**config.mk**
```make
export PLATFORM = sky130hd
export DESIGN_NAME = seg7_digit_counter
export DESIGN_NICKNAME = d
export VERILOG_FILES = /design/src/rtl/seg7_digit_counter.sv
export SDC_FILE = /design/constraint.sdc
export NUM_CORES = 1
export LEC_CHECK = 0
export CORE_MARGIN = 4
export CORE_UTILIZATION = 25
export CTS_CLUSTER_DIAMETER = 120
export DETAILED_ROUTE_END_ITERATION = 10
export GPL_TIMING_DRIVEN = 0
export PLACE_DENSITY = 0.42
export RECOVER_POWER = 25
export SLEW_MARGIN = 20
export SYNTH_ARGS = -nofsm -noshare
export SYNTH_HDL_FRONTEND = slang
export SYNTH_SLANG_ARGS = --single-unit
```
**constraint.sdc**
```tcl
create_clock -name clk -period 9.2 [get_ports clk]
set_clock_uncertainty 0.1 [all_clocks]
set_input_delay 1.84 -clock clk [delete_from_list [all_inputs] [get_ports clk]]
set_output_delay 1.84 -clock clk [all_outputs]
set_load 0.03 [all_outputs]
```
**src/rtl/seg7_digit_counter.sv**
```systemverilog
// Prescaled single-digit BCD up/down counter with parallel load and a registered
// seven-segment decode; seg is decoded from the next-state digit so it never lags digit.
module seg7_digit_counter #(
    parameter int unsigned PRESCALE = 10000000,
    parameter int unsigned CNT_W    = 24
) (
    input  logic       clk,
    input  logic       rst,
    input  logic       en,
    input  logic       up,
    input  logic       load,
    input  logic [3:0] load_val,
    output logic [3:0] digit,
    output logic [6:0] seg,
    output logic       dp,
    output logic       tick,
    output logic       carry
);

    localparam logic [CNT_W-1:0] CNT_MAX = CNT_W'(PRESCALE - 1);

    logic [CNT_W-1:0] cnt_q, cnt_d;
    logic [3:0]       digit_q, digit_d;
    logic [6:0]       seg_q, seg_d;
    logic             dp_q, dp_d;
    logic             tick_q, tick_d;
    logic             carry_q, carry_d;
    logic             step;
    logic             wrap;

    function automatic logic [6:0] seg_of(input logic [3:0] val);
        logic [6:0] pat;
        case (val)
            4'd0:    pat = 7'h3F;
            4'd1:    pat = 7'h06;
            4'd2:    pat = 7'h5B;
            4'd3:    pat = 7'h4F;
            4'd4:    pat = 7'h66;
            4'd5:    pat = 7'h6D;
            4'd6:    pat = 7'h7D;
            4'd7:    pat = 7'h07;
            4'd8:    pat = 7'h7F;
            4'd9:    pat = 7'h6F;
            default: pat = 7'h00;
        endcase
        return pat;
    endfunction

    // A load suppresses the step that would otherwise happen on the same edge.
    always_comb begin
        step = en && (cnt_q == CNT_MAX) && !load;
        wrap = up ? (digit_q == 4'd9) : (digit_q == 4'd0);
    end

    always_comb begin
        cnt_d   = cnt_q;
        digit_d = digit_q;
        dp_d    = dp_q;
        tick_d  = 1'b0;
        carry_d = 1'b0;
        if (load) begin
            cnt_d   = '0;
            digit_d = (load_val <= 4'd9) ? load_val : 4'd0;
        end else if (en) begin
            if (cnt_q == CNT_MAX) begin
                cnt_d = '0;
            end else begin
                cnt_d = cnt_q + CNT_W'(1);
            end
        end
        if (step) begin
            tick_d  = 1'b1;
            carry_d = wrap;
            dp_d    = ~dp_q;
            if (up) begin
                digit_d = wrap ? 4'd0 : digit_q + 4'd1;
            end else begin
                digit_d = wrap ? 4'd9 : digit_q - 4'd1;
            end
        end
        seg_d = seg_of(digit_d);
    end

    always_ff @(posedge clk) begin
        if (rst) begin
            cnt_q   <= '0;
            digit_q <= 4'd0;
            seg_q   <= 7'h3F;
            dp_q    <= 1'b0;
            tick_q  <= 1'b0;
            carry_q <= 1'b0;
        end else begin
            cnt_q   <= cnt_d;
            digit_q <= digit_d;
            seg_q   <= seg_d;
            dp_q    <= dp_d;
            tick_q  <= tick_d;
            carry_q <= carry_d;
        end
    end

    assign digit = digit_q;
    assign seg   = seg_q;
    assign dp    = dp_q;
    assign tick  = tick_q;
    assign carry = carry_q;

endmodule

```
==> run metrics <==
H-tree Lvls 2; Max IR drop VDD 0.0000576 V; share of layout cells above drive strength 1 0.0714; Max Slew Vio Count 0; sequential area share after synthesis 0.363; drt total wl 4.90 mm; initial antenna violation count 0; ys flop type dfxtp_1; chip height 99.5 um; GRT Total Usage 0.104; worst slew pin tran 0.856 ns; r2r worst-path depth 9; P_int 265 uW; hold_buf cts 0; drc violations 0; CP arrival 4.65 ns; HP Start cnt_q[6]; Setup Fix Bufs, Post-CTS 0; fmax 0.220 GHz; Seq cells post-synth 38; outcome finished, final reports clean; distinct cell type count after synthesis 51; Worst R2R Setup Slack 5.83 ns; vias in the first global route 1670; core area 8180 sq um; Final Cycle Share 0.495; count leader, synth nor2_1; Place WS 4.43 ns; 1st-iter DRT viols 83; Final Cell Area 2520 sq um; MaxCap Viol Count 0; Routed WL per cell 13.2 um; Hold Crit Class flop to flop; Placer Congestion 0.780; CP required 9.30 ns; Post-CTS Resized 0; Rel. slew slack 0.414; area grow syn2layout 20.5%; post-synthesis cell type with the largest combined area dfxtp_1; Max clock buf depth 2; Gate Count Post-Synth 239; synthesized area per cell 8.76 sq um; Tmin final 4.55 ns; diode count 0; Setup TNS 0 ns; CTS buffer count 5; Critical Path End Type flop; worst-skew pair later-pin latency 0.28 ns; unrepaired setup endpoints after global routing false; Psw 85.7 uW; row count 33; Sw Share 0.244; PortBufs 19; Initial Util 0.256; via count 1741; DRT antenna net count 0; synth top area cells dfxtp_1, nor2_1, xor2_1; final hold vios 0; largest net degree at the start of global routing 13; Final setup viols 0; combinational power share 0.119; DP HPWL 3.58 mm; Area after DPL 2410 sq um; syn nets 259; die area 9900 sq um; Worst Setup EP seg[0]; worst-path maximum fanout 7; EDFF count, synth 0; Worst-path clk slew 0.08 ns; Clk pwr share 0.397; mapped cell area 2090 sq um; first-pass GRT wire length 8.27 mm; clk sink count 38; list of most frequent post-synthesis cells nor2_1, dfxtp_1, xor2_1, inv_1, nand2_1; First-pass DRT Iterations 4; top cell type's share of synthesized area 0.363; Leakage 0.000904 uW; Vias per Instance 4.69; post-layout util 0.309; CTS tree yes; Async SR Flop Fraction 0; Flop pwr share 0.484; Pwr Density 139 nW/um^2; Worst Setup SP en; I/O pin count 23; GRT overflow 0; Syn. warnings 0; Worst R2R End seg[0]; CP Launch Type input port; CP Class input port to flop; Final nets 285; Clock Tree Root clkbuf_8; final worst slack 4.65 ns; R2R Path Start cnt_q[7]; worst hold slack 0.418 ns; Die W 99.5 um
power groups by stage:
| stage | Combinational (uW) | Sequential, uW | Clock (uW) |
|---|---|---|---|
| 2_1_floorplan | 22.1 | 180 | 0 |
| 3_3_place_gp | 43.0 | 174 | 0 |
| 3_5_place_dp | 42.9 | 174 | 0 |
| 4_1_cts | 43.1 | 170 | 145 |
| 5_1_grt | 45.7 | 170 | 153 |
| 6_report | 41.8 | 170 | 139 |
placed cells by master, fill, tap and decap left out, drive strengths merged, types with 2 or more instances in the layout:
| master | netlist | final |
|---|---|---|
| o21ai | 6 | 6 |
| mux2i | 5 | 5 |
| ha | 11 | 11 |
| o211ai | 5 | 5 |
| nand3 | 11 | 11 |
| clkinv | 0 | 2 |
| o311ai | 3 | 3 |
| inv | 12 | 12 |
| clkdlybuf4s50 | 0 | 11 |
| nand4 | 8 | 8 |
| a311o | 2 | 2 |
| and4 | 2 | 2 |
| nor3b | 4 | 4 |
| a21oi | 3 | 3 |
| nor3 | 5 | 5 |
| o31a | 2 | 2 |
| clkbuf | 7 | 12 |
| dfxtp | 38 | 38 |
| nor4 | 2 | 2 |
| or4 | 5 | 5 |
| or3 | 2 | 2 |
| nand2 | 12 | 12 |
| and3 | 5 | 5 |
| nor2 | 43 | 43 |
| a311oi | 2 | 2 |
| dlygate4sd3 | 0 | 8 |
| xnor2 | 8 | 8 |
| o2bb2ai | 2 | 2 |
| xor2 | 16 | 16 |
layer usage:
metal  up-vias  global-route usage  wire, um
met4         0              0.0252        10
met1       814               0.140      2390
met5         -                   0         0
li1        891                   -         -
met3         2              0.0266       217
met2        34               0.166      2280
area by class of cell:
cell class	instances	area, sq um
repair buffers	19	190
clock inverters	3	40.0
multi-input cells	181	1240
inverters	12	45.0
well taps	105	131
plain buffers	8	48.8
flip-flops and latches	38	761
clock buffers	5	68.8
fillers	889	5650
cells by family (layout without fill, tap and decap cells):
logic type               Yosys count  after routing  share of synthesized area
multiplexers                       5              5                     0.0239
XOR/XNOR                          24             24                      0.100
flip-flops                        38             38                      0.363
AND/OR/NAND/NOR                  110            110                      0.273
adder cells (fa/ha/maj)           11             11                     0.0657
buffers and inverters             20             47                     0.0454
AO/OA/AOI/OAI                     31             31                      0.128
per-stage QoR:
stage,total power (uW),cells
2_1_floorplan,202,239
3_3_place_gp,217,363
3_5_place_dp,217,363
4_1_cts,358,371
5_1_grt,369,371
6_report,350,371
state kept, by name, summed over array words and instances, names as in the netlist:
signal,count
carry,1
seg,7
dp,1
tick,1
cnt_q,24
digit,4
how the worst min path moves through the flow:
stage                          end  slack, ns  cells past startpoint
after CTS                 cnt_q[6]       0.42                      2
final                     cnt_q[6]       0.42                      2
after global routing            dp       0.46                      2
after floorplan           cnt_q[6]       0.38                      2
after global placement    cnt_q[6]       0.40                      2
after detailed placement  cnt_q[6]       0.40                      2
critical path: stages:
cell and delay [ns]:
clkbuf_1 0.22, nand3_1 0.18, or4_1 0.53, clkbuf_2 0.18
or4_1 0.50, o311ai_0 0.25, inv_1 0.31, ha_1 0.29
nor2b_1 0.12, o311ai_1 0.22
Power figures use the tool's default switching activity.
